[config.mk]
export PLATFORM = sky130hd
export DESIGN_NAME = decoder_nx2n_scan
export DESIGN_NICKNAME = d
export VERILOG_FILES = /design/src/rtl/decoder_nx2n_scan.sv
export SDC_FILE = /design/constraint.sdc
export NUM_CORES = 1
export LEC_CHECK = 0
export CORE_MARGIN = 5
export CORE_UTILIZATION = 49
export DETAILED_ROUTE_END_ITERATION = 8
export HOLD_SLACK_MARGIN = 0.08
export PLACE_DENSITY = 0.78
export SETUP_SLACK_MARGIN = 0.1
export SYNTH_ARGS = -nofsm -noshare
export SYNTH_HDL_FRONTEND = slang
export SYNTH_SLANG_ARGS = --single-unit
[constraint.sdc]
create_clock -name clk -period 1.95 [get_ports clk]
set_input_delay 0.39 -clock clk [delete_from_list [all_inputs] [get_ports clk]]
set_output_delay 0.39 -clock clk [all_outputs]
set_load 0.01 [all_outputs]
[src/rtl/decoder_nx2n_scan.sv]
// decoder_nx2n_scan: N-to-2^N one-hot decoder with a registered output.
// In direct mode it decodes a validated binary select. In scan mode it
// walks the one-hot bit through every position, holding each one for DWELL
// cycles and pulsing wrap when the index rolls over from the top back to 0.
module decoder_nx2n_scan #(
    parameter int N     = 3,
    parameter int DWELL = 4
) (
    input  logic              clk,
    input  logic              rst,
    input  logic              en,
    input  logic              mode,
    input  logic [N-1:0]      in,
    input  logic              in_valid,
    output logic [(1<<N)-1:0] out,
    output logic              out_valid,
    output logic [N-1:0]      idx,
    output logic              wrap
);

    localparam int W  = 1 << N;
    // Dwell counter width; a DWELL of 1 still needs a 1-bit register.
    localparam int CW = (DWELL > 1) ? $clog2(DWELL) : 1;

    localparam logic [CW-1:0] CNT_LAST = CW'(DWELL - 1);
    localparam logic [N-1:0]  IDX_MAX  = {N{1'b1}};
    localparam logic [W-1:0]  ONE_HOT0 = {{(W-1){1'b0}}, 1'b1};

    typedef enum logic [1:0] {
        OFF    = 2'd0,
        DIRECT = 2'd1,
        SCAN   = 2'd2
    } state_t;

    state_t        state;
    logic [CW-1:0] cnt;
    logic [N-1:0]  idx_next;

    assign idx_next = idx + 1'b1;

    // Mode state machine; every output is a register updated in this block.
    always_ff @(posedge clk) begin
        if (rst) begin
            state     <= OFF;
            out       <= '0;
            out_valid <= 1'b0;
            idx       <= '0;
            wrap      <= 1'b0;
            cnt       <= '0;
        end else if (!en) begin
            // Disabled: blank the output, keep idx and the dwell count.
            state     <= OFF;
            out       <= '0;
            out_valid <= 1'b0;
            wrap      <= 1'b0;
        end else if (!mode) begin
            // Direct decode; a missing in_valid keeps the last position.
            state <= DIRECT;
            cnt   <= '0;
            wrap  <= 1'b0;
            if (in_valid) begin
                out       <= ONE_HOT0 << in;
                idx       <= in;
                out_valid <= 1'b1;
            end else begin
                out_valid <= 1'b0;
            end
        end else if (state != SCAN) begin
            // Scan always starts fresh from position 0, never resumes.
            state     <= SCAN;
            idx       <= '0;
            out       <= ONE_HOT0;
            cnt       <= '0;
            out_valid <= 1'b1;
            wrap      <= 1'b0;
        end else begin
            out_valid <= 1'b1;
            if (cnt == CNT_LAST) begin
                cnt  <= '0;
                idx  <= idx_next;
                out  <= ONE_HOT0 << idx_next;
                wrap <= (idx == IDX_MAX);
            end else begin
                cnt  <= cnt + 1'b1;
                wrap <= 1'b0;
            end
        end
    end

endmodule

==> flow_metrics.py <==
metrics = {
    "clock_network": {
        "numCtsBuffers": 3,
        "cts_sinks": 17,
        "cts_tree": "yes",
        "cts-root-buf": "clkbuf_4",
        "hold_buffers": 0,
        "clkLatencyLatePin_ns": 0.30,
        "ctsResizeCount": 0,
        "cts_buffer_depth": 2,
        "clk_pin_slew_worst_paths_ns": 0.10,
        "h-tree-depth": 1,
        "post_cts_buffers": 0,
    },
    "worst_setup_path": {
        "cp-start-kind": "flop",
        "worstPathRequired_ns": 1.56,
        "r2r-end": "idx[2]",
        "rrSetupSlack_ns": 0.40,
        "critPathKind": "flop to output port",
        "rr_startpoint": "idx[0]",
        "critical-path-max-stage-delay_ns": 0.57,
        "critPathTopFamily": "buffers and inverters",
        "critPathMaxFanout": 5,
        "critPathCaptureType": "output port",
        "reg2reg_depth": 4,
        "crit_chain": "clkdlybuf4s50_1",
        "cp.arrival_ns": 1.29,
        "crit_buf_inv": 1,
        "slowest_stage": "clkdlybuf4s50_1",
    },
    "synth": {
        "yosysWarningCount": 0,
        "ys_ff_latch": 17,
        "syn_area_um2": 963,
        "synth-edff-count": 0,
        "synthFlopType": "dfxtp_1",
        "ys_types": 31,
        "syn_inst": 103,
        "async_flop_share_pct": 0,
        "avgSynthCellArea_um2": 9.35,
        "ys_seq_area_share_pct": 35.3,
        "synth_nets": 118,
    },
    "place": {
        "dp_hpwl_mm": 1.72,
        "post-place-cells": 148,
        "io_buffers": 20,
        "post_dp_cell_area_mm2": 0.00119,
        "gp_congestion": 0.827,
    },
    "sta": {
        "rsz0062_at_grt": "false",
        "skew_ns": 0.00463,
        "setup_viol_count_final": 0,
        "finalSetupTns_ns": 0,
        "relSlewSlack_pct": 70.5,
        "max_freq_mhz": 596,
        "fin_crit_sh_pct": 86.1,
        "slew_violations": 0,
        "timing.final.crit_period_ns": 1.68,
        "tightest_slew_ns": 0.442,
        "hold_viol": 0,
    },
    "power_and_ir_drop": {
        "peakVddDrop_mv": 0.448,
        "power.density_mw_per_mm2": 582,
        "p_leak_nw": 0.458,
        "power_mw": 0.709,
    },
    "flow_run": {
        "drv_cap": 0,
    },
    "outcome": {
        "status": "finished clean",
    },
    "min_path": {
        "hp-class": "flop to flop",
        "min_from": "cnt[1]",
        "hold_path_depth": 2,
        "min_to": "cnt[1]",
    },
    "grt": {
        "grt_overflow": 0,
        "first_global_vias": 804,
        "grt_usage_pct": 17.0,
        "grt_max_degree": 12,
        "grt_pass1_wl_mm": 3.57,
        "antenna_found_initial": 0,
    },
    "route": {
        "route.detailed.drc": 0,
        "wl_per_cell_um": 14.4,
        "antenna_left": 0,
        "first_iter_violations": 16,
        "vias": 873,
        "viasPerCell": 5.74,
        "first_pass_iters": 4,
        "wl_mm": 2.20,
    },
    "layout": {
        "final_cell_count_no_fill": 152,
        "postLayoutCellArea_mm2": 0.00122,
        "area_growth_pct": 26.5,
        "layout-drive-gt1-share_pct": 12.0,
        "final_nets": 141,
        "fill_cells": 169,
        "num_antenna_cells": 0,
    },
    "floorplanning": {
        "initial_core_util_pct": 50.1,
        "die-width_um": 54.3,
        "num_rows": 16,
        "dieArea_mm2": 0.00295,
        "core_region_area_mm2": 0.00192,
        "top_level_ports": 21,
        "die_h_um": 54.3,
    },
}
[state kept, by name, indices dropped and copies added, names as in the netlist]
name       flops
cnt            2
idx            3
out            8
out_valid      1
state          2
wrap           1
[per-stage QoR]
| stage | util (%) | worst slack [ns] | hold slack [ns] |
|---|---|---|---|
| global placement | 62.0 | 0.206 | 0.457 |
| floorplan | - | 0.531 | 0.444 |
| CTS | 63.4 | 0.256 | 0.491 |
| finish | 63.4 | 0.271 | 0.488 |
| detailed placement | 62.0 | 0.136 | 0.475 |
| global route | 63.4 | 0.191 | 0.519 |
[layout by cell type (no fill, tap or decap), types with 2 or more instances in the layout]
master           instances
nand3_1                  2
ha_1                     7
clkbuf_4                 3
or3b_1                   2
nand2_1                  4
nand2b_1                 6
dfxtp_1                 17
a311oi_1                 3
buf_4                    6
nor2_1                   3
clkdlybuf4s50_1         20
a21oi_1                 19
o221a_1                  6
inv_1                    4
nand3b_1                 5
a22oi_1                  2
[synthesized netlist by cell type, types with 2 or more instances]
cell type / n / area (µm²)
a21oi_1: 19 / 95.1
dfxtp_1: 17 / 340
ha_1: 7 / 87.6
nand2b_1: 6 / 37.5
o221a_1: 6 / 67.6
nand3b_1: 5 / 37.5
buf_2: 4 / 20.0
inv_1: 4 / 15.0
nand2_1: 4 / 15.0
a311oi_1: 3 / 26.3
nor2_1: 3 / 11.3
a22oi_1: 2 / 15.0
buf_6: 2 / 22.5
clkbuf_1: 2 / 7.51
nand3_1: 2 / 10.0
or3b_1: 2 / 17.5
[logic make-up after synthesis]
group	share of synthesized area (%)
compound gates	26.6
simple gates	22.2
buf+inv	6.75
fa+ha+maj	9.09
flops	35.3
[cell type report]
cell class | count | area [µm²] | share of cell area [%]
Multi-Input combinational cell | 74 | 558 | 45.8
Sequential cell | 17 | 340 | 27.9
Timing Repair Buffer | 26 | 245 | 20.1
Tap cell | 27 | 33.8 | 2.77
Clock buffer | 4 | 26.3 | 2.16
Inverter | 4 | 15.0 | 1.23
[worst max path at each step]
| stage | start | end | slack [ns] | cells past startpoint |
|---|---|---|---|---|
| after floorplan | idx[0] | out[5] | 0.53 | 5 |
| after global routing | idx[0] | idx[0] | 0.19 | 1 |
| final | idx[0] | idx[0] | 0.27 | 1 |
| after CTS | idx[0] | idx[0] | 0.26 | 1 |
| after global placement | mode | idx[2] | 0.21 | 5 |
| after detailed placement | mode | idx[2] | 0.14 | 5 |
[layer usage]
metal	vias to the layer above	part of all wire [%]	global-route usage, %
met5	-	0	0
met4	0	1.5	8.71
met3	2	4.6	2.45
met2	28	51	28.7
met1	417	43	20.8
li1	426	-	-
[power breakdown]
part	internal, mW	switching [mW]	total, mW	leakage (nW)
sequential	0.361	0.0110	0.372	0.139
combinational	0.0728	0.0722	0.145	0.304
clock	0.0797	0.113	0.193	0.0150
total	0.513	0.196	0.709	0.458
No activity file was read; power rests on OpenSTA's default activity.
